<file path="src/rtl/spi_mnrch_gen.sv">
// spi_mnrch_gen: parametrised SPI monarch, DATA_W-bit full-duplex frames
// to one of NUM_SS slaves, SCLK = clk/2^DIV_LOG2, idle high.
// Ports:
//   clk, rst_n       system clock, synchronous active-low reset
//   wrt, wrt_data    start pulse and transmit word (IDLE/HOLD only)
//   ss_sel, keep_ss  slave index (IDLE only), hold SS_N after frame
//   MISO             serial data from slave
//   SCLK, MOSI, SS_N serial clock, data to slave, active-low selects
//   busy, done       frame in flight, frame finished (sticky)
//   rd_data          received word, valid while done=1
module spi_mnrch_gen #(
   parameter int DATA_W    = 16,
   parameter int DIV_LOG2  = 4,
   parameter int NUM_SS    = 1,
   parameter int LSB_FIRST = 0,
   localparam int SSW = (NUM_SS > 1) ? $clog2(NUM_SS) : 1
) (
   input  logic              clk,
   input  logic              rst_n,
   input  logic              wrt,
   input  logic [DATA_W-1:0] wrt_data,
   input  logic [SSW-1:0]    ss_sel,
   input  logic              keep_ss,
   input  logic              MISO,
   output logic              SCLK,
   output logic              MOSI,
   output logic [NUM_SS-1:0] SS_N,
   output logic              busy,
   output logic              done,
   output logic [DATA_W-1:0] rd_data
);

   localparam int BCW = (DATA_W > 1) ? $clog2(DATA_W) : 1;
   localparam logic [DIV_LOG2-1:0] LD   = {2'b10, {(DIV_LOG2-2){1'b1}}};
   localparam logic [DIV_LOG2-1:0] SMPL = {1'b0, {(DIV_LOG2-1){1'b1}}};
   localparam logic [BCW-1:0]      LAST = BCW'(DATA_W - 1);

   typedef enum logic [2:0] {
      S_IDLE, S_FRONT, S_SHIFT, S_BACK, S_HOLD
   } state_t;

   state_t r_state;
   state_t w_next;

   logic [DIV_LOG2-1:0] r_div;
   logic [DATA_W-1:0]   r_sr;
   logic [BCW-1:0]      r_bit_cnt;
   logic [NUM_SS-1:0]   r_ss_n;
   logic                r_done;
   logic                r_keep;
   logic                r_miso_smpl;

   logic                w_smpl;
   logic                w_shft_im;
   logic                w_last;
   logic                w_start;
   logic                w_shft;
   logic                w_finish;
   logic                w_div_ld;
   logic [NUM_SS-1:0]   w_ss_dec;
   logic [DATA_W-1:0]   w_sr_nxt;

   assign w_smpl    = (r_div == SMPL);
   assign w_shft_im = &r_div;
   assign w_last    = (r_bit_cnt == LAST);

   // Out-of-range indices match no line, so the frame runs unselected.
   always_comb begin
      w_ss_dec = '1;
      for (int i = 0; i < NUM_SS; i++) begin
         if (ss_sel == SSW'(i)) w_ss_dec[i] = 1'b0;
      end
   end

   generate
      if (LSB_FIRST != 0) begin : g_lsb
         assign w_sr_nxt = {r_miso_smpl, r_sr[DATA_W-1:1]};
         assign MOSI     = r_sr[0];
      end else begin : g_msb
         assign w_sr_nxt = {r_sr[DATA_W-2:0], r_miso_smpl};
         assign MOSI     = r_sr[DATA_W-1];
      end
   endgenerate

   always_ff @(posedge clk) begin
      if (!rst_n) r_state <= S_IDLE;
      else        r_state <= w_next;
   end

   always_comb begin
      w_next   = r_state;
      w_start  = 1'b0;
      w_shft   = 1'b0;
      w_finish = 1'b0;
      w_div_ld = 1'b0;
      unique case (r_state)
         S_IDLE, S_HOLD: begin
            w_div_ld = 1'b1;
            if (wrt) begin
               w_start = 1'b1;
               w_next  = S_FRONT;
            end
         end
         S_FRONT: begin
            if (w_shft_im) w_next = S_SHIFT;
         end
         S_SHIFT: begin
            w_shft = w_shft_im;
            if (w_last) w_next = S_BACK;
         end
         S_BACK: begin
            if (w_shft_im) begin
               w_shft   = 1'b1;
               w_finish = 1'b1;
               w_div_ld = 1'b1;
               w_next   = r_keep ? S_HOLD : S_IDLE;
            end
         end
         default: w_next = S_IDLE;
      endcase
   end

   always_ff @(posedge clk) begin
      if (!rst_n) begin
         r_div       <= LD;
         r_sr        <= '0;
         r_bit_cnt   <= '0;
         r_ss_n      <= '1;
         r_done      <= 1'b0;
         r_keep      <= 1'b0;
         r_miso_smpl <= 1'b0;
      end else begin
         r_div <= w_div_ld ? LD : r_div + DIV_LOG2'(1);
         if (w_smpl) r_miso_smpl <= MISO;
         if (w_start) begin
            r_sr      <= wrt_data;
            r_bit_cnt <= '0;
            r_keep    <= keep_ss;
            r_done    <= 1'b0;
            // A burst continuation keeps the slave already selected.
            if (r_state == S_IDLE) r_ss_n <= w_ss_dec;
         end else if (w_shft) begin
            r_sr      <= w_sr_nxt;
            r_bit_cnt <= r_bit_cnt + BCW'(1);
         end
         if (w_finish) begin
            r_done <= 1'b1;
            if (!r_keep) r_ss_n <= '1;
         end
      end
   end

   assign SCLK    = r_div[DIV_LOG2-1];
   assign SS_N    = r_ss_n;
   assign busy    = (r_state == S_FRONT) || (r_state == S_SHIFT) ||
                    (r_state == S_BACK);
   assign done    = r_done;
   assign rd_data = r_sr;

endmodule

</file>
<file path="config.mk">
export PLATFORM = sky130hd
export DESIGN_NAME = spi_mnrch_gen
export DESIGN_NICKNAME = d
export VERILOG_FILES = /design/src/rtl/spi_mnrch_gen.sv
export SDC_FILE = /design/constraint.sdc
export NUM_CORES = 1
export LEC_CHECK = 0
export CORE_MARGIN = 10
export CORE_UTILIZATION = 25
export CTS_BUF_LIST = sky130_fd_sc_hd__clkbuf_2
export DETAILED_ROUTE_END_ITERATION = 6
export DONT_BUFFER_PORTS = 1
export GPL_TIMING_DRIVEN = 0
export PLACE_DENSITY = 0.4
export SLEW_MARGIN = 25
export SYNTH_ARGS = -nofsm -noshare
export SYNTH_HDL_FRONTEND = slang
export SYNTH_SLANG_ARGS = --single-unit
export TNS_END_PERCENT = 50
</file>
<file path="constraint.sdc">
create_clock -name clk -period 1.8 [get_ports clk]
set_clock_uncertainty 0.05 [all_clocks]
set_input_delay 0.36 -clock clk [delete_from_list [all_inputs] [get_ports clk]]
set_output_delay 0.36 -clock clk [all_outputs]
set_load 0.02 [all_outputs]
</file>
==> results of run 1 <==
-- final cells by class --
type | count | area (um^2) | share of cell area, %
Buffer | 17 | 119 | 7.50
Multi-Input combinational cell | 117 | 709 | 44.8
Sequential cell | 31 | 621 | 39.2
Tap cell | 72 | 90.1 | 5.69
Inverter | 2 | 7.51 | 0.474
Clock buffer | 6 | 30.0 | 1.90
Clock inverter | 2 | 7.51 | 0.474
-- critical path, cell delays in order, from the launching register on --
cell     delay, ps
dfxtp_1        380
ha_1           270
and3_1         200
buf_4          180
buf_4          200
nand3_1        140
a31oi_2        200
-- cells in the mapped netlist, types with 2 or more instances --
| library cell | instances | area, um^2 |
|---|---|---|
| buf_4 | 4 | 30.0 |
| nor2b_1 | 3 | 18.8 |
| o31ai_1 | 2 | 15.0 |
| o21ai_0 | 25 | 125 |
| buf_2 | 2 | 10.0 |
| mux2i_1 | 3 | 30.0 |
| a21oi_1 | 4 | 20.0 |
| buf_6 | 5 | 56.3 |
| ha_1 | 2 | 25.0 |
| inv_1 | 2 | 7.51 |
| nand2_1 | 4 | 15.0 |
| clkbuf_1 | 6 | 22.5 |
| a31oi_1 | 16 | 100 |
| dfxtp_1 | 31 | 621 |
| xor2_1 | 3 | 26.3 |
| nand3_1 | 21 | 105 |
| or4_1 | 2 | 15.0 |
| o21ai_1 | 10 | 50.1 |
| nand2b_1 | 2 | 12.5 |
| nor2_1 | 2 | 7.51 |
| o21ai_2 | 2 | 17.5 |
-- routing by layer --
| metal | GRT usage (%) | routed length [um] | vias to the layer above |
|---|---|---|---|
| met2 | 14.1 | 2060 | 49 |
| li1 | - | - | 631 |
| met5 | 0 | 0 | - |
| met3 | 4.44 | 440 | 4 |
| met4 | 3.63 | 46 | 0 |
| met1 | 11.5 | 1870 | 617 |
-- kinds of logic (layout without fill, tap and decap cells) --
logic type,count (synthesis),in the layout,share of synthesized area [%]
AO/OA/AOI/OAI,64,64,25.5
AND/OR/NAND/NOR,45,45,17.6
flip-flops,31,31,42.6
buffers and inverters,19,27,8.68
XOR/XNOR,3,3,1.80
multiplexers,3,3,2.06
adder cells (fa/ha/maj),2,2,1.72
-- metrics by stage --
stage,util (%),cell area (um^2)
3_3_place_gp,27.7,1550
4_1_cts,28.4,1580
3_5_place_dp,27.7,1550
5_1_grt,28.4,1580
2_1_floorplan,-,1460
6_report,28.4,1580
-- state kept, by name, summed over array words and instances (netlist names) --
| name | cells |
|---|---|
| done | 1 |
| r_state | 3 |
| rd_data | 16 |
| SS_N | 1 |
| r_miso_smpl | 1 |
| r_bit_cnt | 4 |
| r_div | 4 |
| r_keep | 1 |
-- power by group --
part | internal [mW] | switching (mW) | leakage, nW
logic | 0.0823 | 0.127 | 0.246
clock network | 0.0938 | 0.237 | 0.0281
registers | 0.731 | 0.0828 | 0.255
total | 0.907 | 0.446 | 0.528
-- final timing paths --
kind | from | end | slack, ps | cells past startpoint
min | rst_n | r_state[2]$_SDFFE_PN0P_ | 90 | 2
max reg2reg | r_div[0]$_SDFF_PP1_ | rd_data[2]$_SDFFE_PN0P_ | 100 | 6
max | r_div[0]$_SDFF_PP1_ | rd_data[2]$_SDFFE_PN0P_ | 100 | 6
min reg2reg | r_div[0]$_SDFF_PP1_ | r_div[0]$_SDFF_PP1_ | 380 | 1
==> qor.txt, run 1 <==
Fin cells - 247
Critical Path End Type - flop
Routed WL - 4420 um
Nets - 198
Slew Limit Fails - 0
Layout cell share with drive strength beyond 1 - 12.6%
Num rows - 27
CTS buffer count - 5
Max Cap Viol - 0
Initial Util - 26.1%
DP Cell Count - 239
ANT cells - 0
Max FO, Critical Path - 10
Post-synth EDFFs - 0
Clock Tree Buf Depth - 2
Final Cycle Share - 94.5%
FFs w/ async S/R, synth - 0%
Core area - 0.00557 mm^2
FMAX - 0.588 GHz
Worst skew pair latency - 340 ps
Resize count post-CTS - 0
Worst-margin pin slew - 520 ps
Layout area overhead - 8.76%
Total Neg Setup Slack - 0 ps
WS Path Type - reg2reg
Synthesized area per cell - 8.72 um^2
Root Buffer - clkbuf_2
CP Data Arrival Time - 1930 ps
Max VDD drop - 0.000288 V
DPL Wire Length - 3210 um
Mapped Area - 0.00146 mm^2
Fill cells - 606
DRC - 0
Clock-pin slew on the worst setup and hold paths - 160 ps
Synthesized Nets - 191
Synth Flop Type - dfxtp_1
Tmin final - 1700 ps
TritonCTS clock tree - done
Gr ovfl total - 0
Yosys reg bits - 31
Avg WL per Cell - 17.9 um
Antenna Nets Post-Route - 0
Cts hold-fix bufs - 0
Dpl ws - 145 ps
Initial antenna violation count - 0
PwrDens - 854 mW/mm^2
Fin Hold WS - 90.7 ps
Worst slew margin - 65.3%
Largest net degree at the start of global routing - 11
Drt pass-1 iters - 4
Die area - 0.00928 mm^2
Status - completed
Leakage - 0.528 nW
Mapped Cells - 167
Die Wd - 96.3 um
Setup WS post-layout - 98.2 ps
Tightest Hold Check Type - in2reg
Sequential fraction of the synthesis area - 42.6%
RSZ-0062 raised after global routing - false
Die Height - 96.3 um
Placer congestion estimate - 0.785
Final Hold Fails - 0
I/O pins - 43
Critical Path RT - 2030 ps
# clock sinks - 31
Via Count - 1,301
Most frequent cells in the layout - dfxtp_1, o21ai_0, nand3_1, a31oi_1, o21ai_1
Unique masters post-synth - 37
Ys Warns - 0
Setup Fix Bufs, Post-CTS - 0
Vias in the first global route - 1,227
IO buf count - 0
First-pass GRT wire length - 6760 um
Total Power - 1.35 mW
H-tree Lvls - 2
Setup violations, final - 0
Tot GR Track Use - 9.44%
CP startpoint kind - flop
Commonest non-fill, non-tap cell in the layout - dfxtp_1
Initial DRC Count - 120
Average via count per standard cell - 5.27
(Power assumes the default switching activity.)
==> run 2, diff against run 1 <==
--- a/config.mk
+++ b/config.mk
@@ -5,6 +5,7 @@
 export SDC_FILE = /design/constraint.sdc
 export NUM_CORES = 1
 export LEC_CHECK = 0
+export CAP_MARGIN = 40
 export CORE_MARGIN = 10
 export CORE_UTILIZATION = 25
 export CTS_BUF_LIST = sky130_fd_sc_hd__clkbuf_2
==> results of run 2 <==
No change in the layout: final DEF, timing and power equal those of run 1.
==> RTL change: new RTL, config.mk and constraints of run 2 <==
Make the reset (`rst_n`) asynchronous in 2 clocked blocks. Comments in the files are not updated.
--- a/src/rtl/spi_mnrch_gen.sv
+++ b/src/rtl/spi_mnrch_gen.sv
@@ -83,5 +83,5 @@
    endgenerate
 
-   always_ff @(posedge clk) begin
+   always_ff @(posedge clk or negedge rst_n) begin
       if (!rst_n) r_state <= S_IDLE;
       else        r_state <= w_next;
@@ -121,5 +121,5 @@
    end
 
-   always_ff @(posedge clk) begin
+   always_ff @(posedge clk or negedge rst_n) begin
       if (!rst_n) begin
          r_div       <= LD;
Formal check against the unedited RTL: differs if rst_n is asserted again (counterexample within 4 cycles, from zero or initial values and one cycle with rst_n low); with rst_n held inactive, the same outputs for 10 cycles.
==> RTL change against run 2 <==
  * Via count is 19% lower
  * Fmax grew 2.8%
  * Worst setup slack better by 0.046 ns
  * Design area rose by 2.3%
  * Routed wire length fell by 14%
  * Global-route usage down 0.74 points
  * Sequential cell count unchanged
  * Area after synthesis fell by 1.3%
Power is not compared: it rests on default switching activity, and its combinational part moved more than twofold at a synthesized area within 25%.
==> RTL change: results (changes against run 2) <==
.. list-table::
   :header-rows: 1

   * - Metric
     - Value
   * - Via count
     - 1048 (-19%)
   * - Total cell area at the placement stage
     - 0.001528 mm^2 (-1.2%)
   * - GRT Resource Usage Total
     - 8.706% (-0.74 points)
   * - Post-synthesis net count
     - 149 (-22%)
   * - FF-to-FF Start
     - r_div[0]$_DFF_PN1_
   * - Worst slew pin tran
     - 0.4763 ns (-0.04410 ns)
   * - Result of the run
     - complete, no violations
   * - Largest net degree at the start of global routing
     - 32 (+21)
   * - Worst-case setup slack after placement
     - -0.09997 ns (-0.2448 ns)
   * - Async set-reset flop share out of synthesis
     - 100.0% (+100 points)
   * - First-pass GRT wire length
     - 6.051 mm (-11%)
   * - Gpl congestion
     - 0.7439 (-5.2%)
   * - Slowest-stage cell, CP
     - sky130_fd_sc_hd__dfrtp_1
   * - Final Routed Wirelength
     - 3.788 mm (-14%)
   * - Distinct cell type count after synthesis
     - 33 (-11%)
   * - End point of the most critical hold path
     - r_keep$_DFFE_PN0N_
   * - Worst R2R Path Depth
     - 4 (-2)
   * - Final core area utilization
     - 29.25% (+0.83 points)
   * - Routed vias/inst
     - 5.063 (-3.9%)
   * - Leading cell types by total area after synthesis
     - sky130_fd_sc_hd__dfrtp_1, sky130_fd_sc_hd__a221o_1, sky130_fd_sc_hd__dfstp_2
   * - Number of cells after detailed placement
     - 197 (-18%)
   * - Clock latency at the later pin of the worst-skew pair
     - 0.37 ns (+0.03 ns)
   * - Top flip-flop cell by instance count after synthesis
     - sky130_fd_sc_hd__dfrtp_1
   * - Number of nets in the layout
     - 158 (-20%)
   * - Post-Synthesis Cells
     - 125 (-25%)
   * - Worst path max stage delay
     - 0.53 ns (+0.15 ns)
   * - Via count of the first global-routing pass
     - 1116 (-9.0%)
   * - Worst setup slack for register-to-register paths
     - 0.15 ns (+0.05 ns)
   * - Iteration-0 DRC count of the detailed router
     - 29 (-76%)
   * - HPWL after detailed placement
     - 2.837 mm (-11%)
   * - Synth top cells by count
     - sky130_fd_sc_hd__dfrtp_1, sky130_fd_sc_hd__a221o_1, sky130_fd_sc_hd__and2_1, sky130_fd_sc_hd__nand2_1, sky130_fd_sc_hd__nor2_1
   * - Max Fanout on Critical Path
     - 7 (-3)
   * - Smallest hold slack
     - 0.06117 ns (-0.02953 ns)
   * - Clock Path Buffers
     - 2 (unchanged)
   * - Hold wc startpoint
     - keep_ss
   * - Fill cells
     - 588 (-3.0%)
   * - R2r endpoint
     - rd_data[8]$_DFFE_PN0P_
   * - Fraction of layout cells with a size suffix above 1
     - 20.74% (+8.2 points)
## RTL change: cell count changes after synthesis, moves of 5 or more
cell                       delta
sky130_fd_sc_hd__and2_1      +13
sky130_fd_sc_hd__a221o_1     +15
sky130_fd_sc_hd__o21ai_0     -25
sky130_fd_sc_hd__nand2_1      +7
sky130_fd_sc_hd__dfrtp_1     +27
sky130_fd_sc_hd__nand3_1     -17
sky130_fd_sc_hd__o21ai_1      -9
sky130_fd_sc_hd__dfxtp_1     -31
sky130_fd_sc_hd__a31oi_1     -16
sky130_fd_sc_hd__clkbuf_1     -5
## RTL change: how the worst max path moves through the flow
| stage | startpoint | cells after the start | to | slack, ns |
|---|---|---|---|---|
| 2_1_floorplan | r_div[0]$_DFF_PN1_ | 5 | rd_data[10]$_DFFE_PN0P_ | 0.09 |
| 3_3_place_gp | r_div[0]$_DFF_PN1_ | 5 | rd_data[8]$_DFFE_PN0P_ | -0.08 |
| 3_5_place_dp | r_div[0]$_DFF_PN1_ | 5 | rd_data[8]$_DFFE_PN0P_ | -0.1 |
| 4_1_cts | r_state[0]$_DFFE_PN0P_ | 2 | busy | 0.02 |
| 5_1_grt | r_state[0]$_DFFE_PN0P_ | 2 | busy | 0.01 |
| 6_report | r_state[0]$_DFFE_PN0P_ | 2 | busy | 0.14 |
## RTL change: repair_timing
| item | 4_1_cts | 5_1_grt |
|---|---|---|
| resized for setup | 6 | 1 |
| hold buffers | 2 | 0 |
| setup endpoints to repair | 12 | 10 |
| buffers inserted | 0 | 1 |
| hold endpoints to repair | 31 | 0 |
| pin swaps | 0 | 1 |
## RTL change: power breakdown
group          leakage, nW  total (mW)  internal, mW  switching, mW
logic                0.307      0.0450        0.0233         0.0217
clock network       0.0304       0.338        0.0957          0.243
registers            0.382       0.759         0.716         0.0426
total                0.719        1.14         0.835          0.307
## RTL change: cells by family after synthesis
| family | after synthesis | share of synthesized area, % |
|---|---|---|
| and+or+nand+nor | 51 | 20.10 |
| xor gates and xnor gates | 3 | 1.828 |
| DFF | 31 | 54.31 |
| adders and majority gates | 2 | 1.740 |
| muxes | 4 | 2.959 |
| AOI/OAI and AO/OA | 24 | 15.23 |
| buffers and inverters | 10 | 3.829 |
## RTL change: metal layers
layer	track usage, %	wire (um)	vias to the layer above	part of all wire (%)
li1	-	-	474	-
met1	10.26	1635	533	43
met2	13.54	1781	39	47
met3	4.514	352	2	9.3
met4	2.580	19	0	0.50
met5	0	0	-	0
## RTL change: final cells by class
type                            count  area share (%)
Sequential cell                    31           48.19
Multi-Input combinational cell     84           38.84
Tap cell                           72           5.560
Timing Repair Buffer                3           2.317
Clock buffer                        6           1.853
Buffer                              5           1.776
Inverter                            4          0.9266
Clock inverter                      2          0.5405
